$ cat src/rtl/rr_arbiter_4_pkg.sv
// Shared constants, FSM encoding and helpers for the four-way round-robin arbiter.
package rr_arbiter_4_pkg;

    localparam int N_REQ = 4;

    typedef enum logic {
        ST_IDLE  = 1'b0,
        ST_GRANT = 1'b1
    } st_e;

    // Rotate right so that bit `s` of the input lands at bit 0.
    function automatic logic [N_REQ-1:0] rotr4(input logic [N_REQ-1:0] v, input logic [1:0] s);
        logic [2*N_REQ-1:0] dbl;
        dbl = {v, v} >> s;
        return dbl[N_REQ-1:0];
    endfunction

endpackage

$ cat src/rtl/rr_arbiter_4_if.sv
// Client-side request/grant bundle; state_dbg exposes the arbiter FSM state for observation.
// Handshake: req[i] is level-sensitive and held by client i while it wants the resource;
// grant/grant_idx/grant_valid are registered and name the single owner for the current cycle.
interface rr_arbiter_4_if;
    import rr_arbiter_4_pkg::*;

    logic [N_REQ-1:0] req;
    logic [N_REQ-1:0] grant;
    logic [1:0]       grant_idx;
    logic             grant_valid;
    logic             timeout;
    st_e              state_dbg;

    modport master (
        output req,
        input  grant, grant_idx, grant_valid, timeout, state_dbg
    );

    modport slave (
        input  req,
        output grant, grant_idx, grant_valid, timeout, state_dbg
    );

endinterface

$ cat src/rtl/rr_arbiter_4_pick.sv
// Rotating-priority 4-to-2 encoder: first set req bit at or after ptr, wrapping 3->0.
module rr_pick_4
    import rr_arbiter_4_pkg::*;
(
    input  logic [1:0]       ptr,
    input  logic [N_REQ-1:0] req,
    output logic [1:0]       idx,
    output logic             valid
);

    logic [N_REQ-1:0] rot;
    logic [1:0]       enc;

    always_comb begin
        rot = rotr4(req, ptr);
        enc = 2'd0;
        if (rot[0])      enc = 2'd0;
        else if (rot[1]) enc = 2'd1;
        else if (rot[2]) enc = 2'd2;
        else if (rot[3]) enc = 2'd3;
        // Encoded position is relative to ptr; the mod-4 add falls out of the 2-bit width.
        idx   = enc + ptr;
        valid = |req;
    end

endmodule

$ cat src/rtl/rr_arbiter_4.sv
// Four-requester round-robin arbiter with registered one-hot grant and optional forced rotation.
module rr_arbiter_4
    import rr_arbiter_4_pkg::*;
#(
    parameter int unsigned MAX_HOLD = 8
) (
    input logic          clk,
    input logic          rst,
    rr_arbiter_4_if.slave bus
);

    localparam int HW = (MAX_HOLD == 0) ? 1 : $clog2(MAX_HOLD + 1);
    localparam logic [HW-1:0] HOLD_LAST = (MAX_HOLD == 0) ? '0 : HW'(MAX_HOLD - 1);
    localparam logic [HW-1:0] HOLD_SAT  = '1;

    st_e              state_q, state_d;
    logic [1:0]       ptr_q, ptr_d;
    logic [HW-1:0]    hold_cnt_q, hold_cnt_d;
    logic [N_REQ-1:0] grant_q, grant_d;
    logic [1:0]       idx_q, idx_d;
    logic             valid_q, valid_d;
    logic             timeout_q, timeout_d;

    logic [1:0] pick_ptr;
    logic [1:0] pick_idx;
    logic       pick_valid;
    logic       expire;

    // While granting, the search always starts just past the owner so it comes last.
    assign pick_ptr = (state_q == ST_GRANT) ? idx_q + 2'd1 : ptr_q;

    rr_pick_4 u_pick (
        .ptr   (pick_ptr),
        .req   (bus.req),
        .idx   (pick_idx),
        .valid (pick_valid)
    );

    assign expire = (MAX_HOLD != 0) && (hold_cnt_q == HOLD_LAST);

    always_comb begin
        state_d    = state_q;
        ptr_d      = ptr_q;
        hold_cnt_d = hold_cnt_q;
        idx_d      = idx_q;
        valid_d    = valid_q;
        timeout_d  = 1'b0;

        case (state_q)
            ST_IDLE: begin
                if (pick_valid) begin
                    state_d    = ST_GRANT;
                    idx_d      = pick_idx;
                    valid_d    = 1'b1;
                    hold_cnt_d = '0;
                end
            end
            ST_GRANT: begin
                if (!bus.req[idx_q]) begin
                    ptr_d      = idx_q + 2'd1;
                    hold_cnt_d = '0;
                    if (pick_valid) begin
                        idx_d = pick_idx;
                    end else begin
                        state_d = ST_IDLE;
                        idx_d   = 2'd0;
                        valid_d = 1'b0;
                    end
                end else if (expire) begin
                    ptr_d      = idx_q + 2'd1;
                    idx_d      = pick_idx;
                    hold_cnt_d = '0;
                    timeout_d  = 1'b1;
                end else if (hold_cnt_q != HOLD_SAT) begin
                    hold_cnt_d = hold_cnt_q + 1'b1;
                end
            end
            default: begin
                state_d = ST_IDLE;
                idx_d   = 2'd0;
                valid_d = 1'b0;
            end
        endcase

        grant_d = valid_d ? (N_REQ'(1) << idx_d) : '0;
    end

    always_ff @(posedge clk) begin
        if (rst) begin
            state_q    <= ST_IDLE;
            ptr_q      <= 2'd0;
            hold_cnt_q <= '0;
            grant_q    <= '0;
            idx_q      <= 2'd0;
            valid_q    <= 1'b0;
            timeout_q  <= 1'b0;
        end else begin
            state_q    <= state_d;
            ptr_q      <= ptr_d;
            hold_cnt_q <= hold_cnt_d;
            grant_q    <= grant_d;
            idx_q      <= idx_d;
            valid_q    <= valid_d;
            timeout_q  <= timeout_d;
        end
    end

    assign bus.grant       = grant_q;
    assign bus.grant_idx   = idx_q;
    assign bus.grant_valid = valid_q;
    assign bus.timeout     = timeout_q;
    assign bus.state_dbg   = state_q;

endmodule

$ cat src/flat_wrapper.sv
// flat-port wrapper written by rule: the top's interface ports become plain ports
module rr_arbiter_4_flat import rr_arbiter_4_pkg::*;
#(
    parameter int unsigned MAX_HOLD = 8
)
  (clk, rst, bus_req, bus_grant, bus_grant_idx, bus_grant_valid, bus_timeout, bus_state_dbg);
  rr_arbiter_4_if bus_i ();
  input logic clk;
  input logic rst;
  input wire logic [$bits(bus_i.req)-1:0] bus_req;
  output wire logic [$bits(bus_i.grant)-1:0] bus_grant;
  output wire logic [$bits(bus_i.grant_idx)-1:0] bus_grant_idx;
  output wire logic [$bits(bus_i.grant_valid)-1:0] bus_grant_valid;
  output wire logic [$bits(bus_i.timeout)-1:0] bus_timeout;
  output wire logic [$bits(bus_i.state_dbg)-1:0] bus_state_dbg;
  assign bus_i.req = bus_req;
  assign bus_grant = bus_i.grant;
  assign bus_grant_idx = bus_i.grant_idx;
  assign bus_grant_valid = bus_i.grant_valid;
  assign bus_timeout = bus_i.timeout;
  assign bus_state_dbg = bus_i.state_dbg;
  rr_arbiter_4 #(.MAX_HOLD(MAX_HOLD)) u_core (.clk(clk), .rst(rst), .bus(bus_i));
endmodule
$ cat config.mk
export PLATFORM = sky130hd
export DESIGN_NAME = rr_arbiter_4_flat
export DESIGN_NICKNAME = d
export VERILOG_FILES = /design/src/rtl/rr_arbiter_4_pkg.sv /design/src/rtl/rr_arbiter_4_if.sv /design/src/rtl/rr_arbiter_4_pick.sv /design/src/rtl/rr_arbiter_4.sv /design/src/flat_wrapper.sv
export SDC_FILE = /design/constraint.sdc
export NUM_CORES = 1
export LEC_CHECK = 0
export CAP_MARGIN = 30
export CORE_ASPECT_RATIO = 0.7
export CORE_MARGIN = 1.5
export CORE_UTILIZATION = 45
export CTS_BUF_LIST = sky130_fd_sc_hd__clkbuf_16
export CTS_CLUSTER_DIAMETER = 30
export DETAILED_ROUTE_END_ITERATION = 6
export MAX_ROUTING_LAYER = met4
export PLACE_DENSITY = 0.69
export SYNTH_ARGS = -nofsm -noshare
export SYNTH_HDL_FRONTEND = slang
export SYNTH_SLANG_ARGS = --single-unit
$ cat constraint.sdc
create_clock -name clk -period 5.1 [get_ports clk]
set_input_delay 0.765 -clock clk [delete_from_list [all_inputs] [get_ports clk]]
set_output_delay 0.765 -clock clk [all_outputs]
set_load 0.01 [all_outputs]
## Word-level counts from Yosys, hierarchy flattened

Cells that the tools add are included.

- Logic and storage cells: 53
- Output and inout bits: 9
- Bits of input ports: 6
- Register bits after elaboration: 15

- Mux-type cells: 27
- Reduce and logical (&&, ||, !) cells: 5
- Add/subtract/negate cells: 3
- Order comparisons: 1
- Eq/ne operators: 5
- Shift operators: 2
- Bitwise operators: 3

Operators by type and width:

| kind | number |
|---|---|
| 2-to-1 mux 2 bit | 11 |
| 2-to-1 mux 4 bit | 4 |
| != test 4 bit (second input constant) | 2 |
| case mux 4 bit (2 select lines) | 1 |
| >> shifter 8 x 2 -> 4 bit | 1 |
| 2-to-1 mux 1 bit | 7 |
| adder 4 x 1 -> 4 bit (second input constant) | 1 |
| == test 4 x 3 -> 1 bit (second input constant) | 1 |
| != test 2 x 1 -> 1 bit (second input constant) | 2 |
| case mux 1 bit (2 select lines) | 2 |
| case mux 2 bit (2 select lines) | 1 |
| AND reduction 2 bit | 2 |
| OR reduction 4 bit | 1 |
| left shift 1 x 2 -> 4 bit (first input constant) | 1 |
| < comparator 2 x 3 -> 1 bit (second input constant) | 1 |
| NOT 1 bit | 3 |
| OR reduction 3 bit | 1 |
| adder 2 x 1 -> 2 bit (second input constant) | 1 |
| adder 2 bit | 1 |
| binary-select mux 1 bit (select 2 bit) | 1 |
| OR reduction 2 bit | 1 |

## Longest topological paths before layout

- Depth after elaboration: 12
- Gate-level depth with buffers: 12
- Mapped depth without buffers: 11

## Modules after synthesis

From an unflattened synthesis, not the netlist that was laid out.

- Cells, all modules: 109
- Area total of the unflattened synthesis: 923.4 sq um

By module, submodules not included:

| module | cells each | instances | area an instance (sq um) | seq. area each (sq um) |
|---|---|---|---|---|
| rr_arbiter_4 | 82 | 1 | 744.5 | 300.3 |
| rr_pick_4 | 27 | 1 | 178.9 | 0.0 |

## Least setup slack after synthesis

OpenSTA, ideal clock, no wires.

- Kind: input to register
- Start: input port bus_req[0]
- End: register u_core.grant_q[0] (netlist: u_core.bus.grant[0])
- Data arrival time: 2.247 ns
- Path slack: 2.739 ns
- Stages: 11
- Setup time: 0.114 ns
- Path through: buf_4 -> nor2_1 -> nor2_1 -> a21oi_1 -> o32ai_1 -> o21a_1 -> ha_1 -> o21ai_0 -> o21a_2 -> and3_1 -> a21o_1

- Cells in the longest elaborated chain, start to end: 10
- Elaborated cells on any way between the ends: 21
- Those cells by class: 1 x add/sub; 2 x shift; 15 x mux; 1 x bitwise; 2 x reduce/logical

Ends and longest elaborated chain:

| item | line | RTL |
|---|---|---|
| start: declaration | flat_wrapper.sv:10 | `input wire logic [$bits(bus_i.req)-1:0] bus_req;` |
| >> shifter 8 x 2 -> 4 bit | rr_arbiter_4_pkg.sv:14 | `dbl = {v, v} >> s;` |
| 2-to-1 mux 2 bit | rr_arbiter_4_pick.sv:20 | `else if (rot[3]) enc = 2'd3;` |
| 2-to-1 mux 2 bit | rr_arbiter_4_pick.sv:19 | `else if (rot[2]) enc = 2'd2;` |
| 2-to-1 mux 2 bit | rr_arbiter_4_pick.sv:18 | `else if (rot[1]) enc = 2'd1;` |
| 2-to-1 mux 2 bit | rr_arbiter_4_pick.sv:17 | `if (rot[0]) enc = 2'd0;` |
| adder 2 bit | rr_arbiter_4_pick.sv:22 | `idx = enc + ptr;` |
| 2-to-1 mux 2 bit (on tied branches) | rr_arbiter_4.sv:62, rr_arbiter_4.sv:69 |  |
| 2-to-1 mux 2 bit | rr_arbiter_4.sv:59 | `if (!bus.req[idx_q]) begin` |
| case mux 2 bit (2 select lines) | rr_arbiter_4.sv:49 | `case (state_q)` |
| left shift 1 x 2 -> 4 bit | rr_arbiter_4.sv:85 | `grant_d = valid_d ? (N_REQ'(1) << idx_d) : '0;` |
| end signal: assignment | rr_arbiter_4.sv:101 | `grant_q <= grant_d;` |
| end: declaration | rr_arbiter_4.sv:19 | `logic [N_REQ-1:0] grant_q, grant_d;` |

Parallel ways exist; a longest one is shown, timed or not. The select of a mux whose other input is x is not followed.
A chain may end at the register's enable or synchronous reset.

## Worst setup path in the final report

Same ends and word-level chain as after synthesis.

==> results.py <==
metrics = {
    "clock_network": {
        "tritoncts": "done",
        "cts_inserted_buffers": 3,
        "cts_resized": 0,
        "cts_root_buffer": "clkbuf_16",
        "cts_max_path_buffers": 2,
        "cts.sinks": 15,
        "cts_hold_buf": 0,
        "path_clk_slew_ns": 0.05,
        "h-tree-depth": 1,
        "cts_setup_buffers": 0,
        "worstSkewPairLatency_ns": 0.24,
    },
    "synth": {
        "synth_top_family_by_area": "simple AND/OR/NAND/NOR gates",
        "synthXorXnorAreaFrac": 0.0198,
        "synth_top_area_frac": 0.339,
        "synth_fp_nets": 110,
        "postSynthAreaPerCell_sq_um": 8.68,
        "ys_ff_latch": 15,
        "synth-simple-area-share": 0.249,
        "synthCells": 102,
        "synth_top_area_cell": "dfxtp_1",
        "ys.warnings.count": 0,
        "syn_area_sq_um": 886,
        "synthMuxAreaShare": 0.0720,
        "synth_compound_area_frac": 0.229,
        "synth-adder-area-share": 0.0395,
        "synthDistinctLibCells": 43,
        "yosysSeqAreaShare": 0.339,
        "ys_top_cells_by_area": "dfxtp_1 (34%), nor2_1 (5.9%), a21oi_1 (5.6%)",
    },
    "grt": {
        "grt_pass1_wl_microns": 2990,
        "grt_pass1_vias": 676,
        "grt-ovfl-total": 0,
        "grt_max_degree": 11,
        "track_usage": 0.184,
        "antenna_found_initial": 0,
    },
    "detailed_routing": {
        "ant_nets": 0,
        "viasPerCell": 5.64,
        "drc": 0,
        "vias": 779,
        "drt_pass1_iterations": 5,
        "wl_per_cell_microns": 13.2,
        "initialDrtViolationCount": 35,
        "drt-total-wl_microns": 1820,
    },
    "setup_path": {
        "cp-start-kind": "input port",
        "critPathSlowestCell": "clkdlybuf4s50_1",
        "worstSetupPathType": "input port to flop",
        "r2r_start": "u_core.bus.state_dbg",
        "endpoint": "u_core.bus.grant[0]",
        "r2r_setup_slack_ns": 2.50,
        "reg2regPathDepth": 10,
        "cp.arrival_ns": 2.92,
        "cp_max_fo": 9,
        "cp-startpoint": "bus_req[0]",
        "cp_cell_sequence": "clkdlybuf4s50_1 > and2b_1 > a21oi_1 > o21ai_0 > o21a_1 > ha_1 > o21ai_0 > o21a_2 > and3_1 > a21o_1",
        "timing.rr.end": "u_core.bus.grant[0]",
        "max_stage_delay_ns": 0.63,
        "cpMostUsedCell": "o21ai_0",
        "cp-end-kind": "flop",
        "cp_data_required_time_ns": 5.23,
    },
    "power": {
        "p_total_mw": 0.444,
        "pwr_density_cell_nw_per_um2": 402,
        "irDropWorstVdd_v": 0.000299,
        "p_leak_nw": 0.483,
    },
    "final_layout": {
        "fin_area_sq_um": 1100,
        "layout_commonest_cell": "dfxtp_1",
        "area_growth_pct": 24.7,
        "nets": 125,
        "drive_gt1_frac": 0.121,
        "fill_cells": 169,
        "ff_latch_area_sq_um": 300,
        "multi_input_area_sq_um": 539,
        "stdcell_count": 138,
        "mostFrequentLayoutCells": "dfxtp_1 (15), nor2_1 (14), clkdlybuf4s50_1 (14)",
        "diodes": 0,
    },
    "timing": {
        "slew_headroom": 0.559,
        "min_period_ns": 2.79,
        "timing.setup.tns_ns": 0,
        "clock.fmax_mhz": 359,
        "fin_worst_skew_ns": 0.00238,
        "drv_slew": 0,
        "rsz0062_at_grt": "false",
        "worst_slew_pin_slew_ns": 0.656,
        "setup_viol": 0,
        "finalHoldViolCount": 0,
        "fin_crit_sh": 0.546,
    },
    "min_path": {
        "min_path_type": "flop to flop",
    },
    "place": {
        "place_inst": 134,
        "dp_hpwl_microns": 1330,
        "gp_congestion": 0.835,
        "port_buffers": 14,
        "place_area_sq_um": 1030,
    },
    "floorplan": {
        "core.rowCount": 13,
        "io_pins": 15,
        "die_h_microns": 40.1,
        "die_w_microns": 56.0,
        "die_area_sq_um": 2250,
        "core_area_sq_um": 1850,
        "start_util": 0.478,
    },
    "outcome": {
        "status": "finished, final reports clean",
    },
    "flow_run": {
        "cap_violations": 0,
    },
}
==> registers in the layout, summed over array words and instances, names as in the netlist <==
signal and cells:
u_core.bus.grant 4, u_core.bus.timeout 1, u_core.hold_cnt_q 4, u_core.ptr_q 2
u_core.bus.state_dbg 1, u_core.bus.grant_valid 1, u_core.bus.grant_idx 2
==> logic make-up (layout without fill, tap and decap cells) <==
group | count (synthesis) | after routing
buffers and inverters | 9 | 23
muxes | 5 | 5
xor gates and xnor gates | 2 | 2
AOI/OAI and AO/OA | 29 | 29
DFF | 15 | 15
adders and majority gates | 3 | 3
and+or+nand+nor | 39 | 39
==> worst min path at each step <==
| stage | cells after the start | start | slack [ns] | end |
|---|---|---|---|---|
| 4_1_cts | 2 | u_core.hold_cnt_q[1] | 0.48 | u_core.hold_cnt_q[1] |
| 3_3_place_gp | 2 | u_core.hold_cnt_q[1] | 0.47 | u_core.hold_cnt_q[1] |
| 5_1_grt | 2 | u_core.hold_cnt_q[1] | 0.51 | u_core.hold_cnt_q[1] |
| 3_5_place_dp | 2 | u_core.hold_cnt_q[1] | 0.48 | u_core.hold_cnt_q[1] |
| 2_1_floorplan | 2 | u_core.hold_cnt_q[1] | 0.45 | u_core.hold_cnt_q[1] |
| 6_report | 2 | u_core.hold_cnt_q[1] | 0.49 | u_core.hold_cnt_q[1] |
==> cell usage after synthesis, drive strengths merged <==
library cell / count
and3b: 1
a31oi: 1
nand2b: 1
mux2i: 3
a41o: 1
dfxtp: 15
o32ai: 1
a21oi: 10
inv: 5
a22oi: 1
clkbuf: 1
or3: 2
and2b: 2
nor4: 2
mux4: 1
mux2: 1
nand3b: 2
nand2: 5
nor3: 1
nor2: 14
nor3b: 1
ha: 2
buf: 3
o21a: 2
o211a: 1
o21bai: 1
o21ai: 6
maj3: 1
a211oi: 2
xor2: 2
and3: 3
nand3: 2
or2: 1
a21o: 3
and2: 2
==> metal layers <==
metal | up-vias | wire length, microns | track usage
li1 | 397 | - | -
met1 | 369 | 880 | 0.225
met2 | 11 | 870 | 0.329
met3 | 2 | 61 | 0.0484
met4 | 0 | 6 | 0.0179
met5 | - | 0 | -
==> where the power goes <==
part	internal (mW)	total [mW]	switching, mW	leakage, nW
sequential	0.134	0.148	0.0140	0.123
clock	0.103	0.145	0.0415	0.0423
combinational	0.0763	0.151	0.0751	0.318
==> critical path, delay by kind of cell <==
family,cells,cell delay (ns)
buf+inv,1,0.63
simple gates,2,0.43
fa+ha+maj,1,0.26
compound gates,6,0.83
==> cell type report <==
type	count	area share
clock buffers	3	0.0680
clock inverters	1	0.00340
inverters	5	0.0170
multi-input cells	78	0.488
flip-flops and latches	15	0.272
well taps	22	0.0249
repair buffers	14	0.127
==> per-stage QoR <==
stage | utilization | worst slack, ns | hold WS, ns
finish | 0.596 | 2.31 | 0.486
detailed placement | 0.553 | 2.09 | 0.478
floorplan | - | 2.74 | 0.449
global placement | 0.553 | 2.16 | 0.468
global route | 0.596 | 2.11 | 0.515
CTS | 0.596 | 2.33 | 0.484
Note: power is estimated with default switching activity, not from simulation.
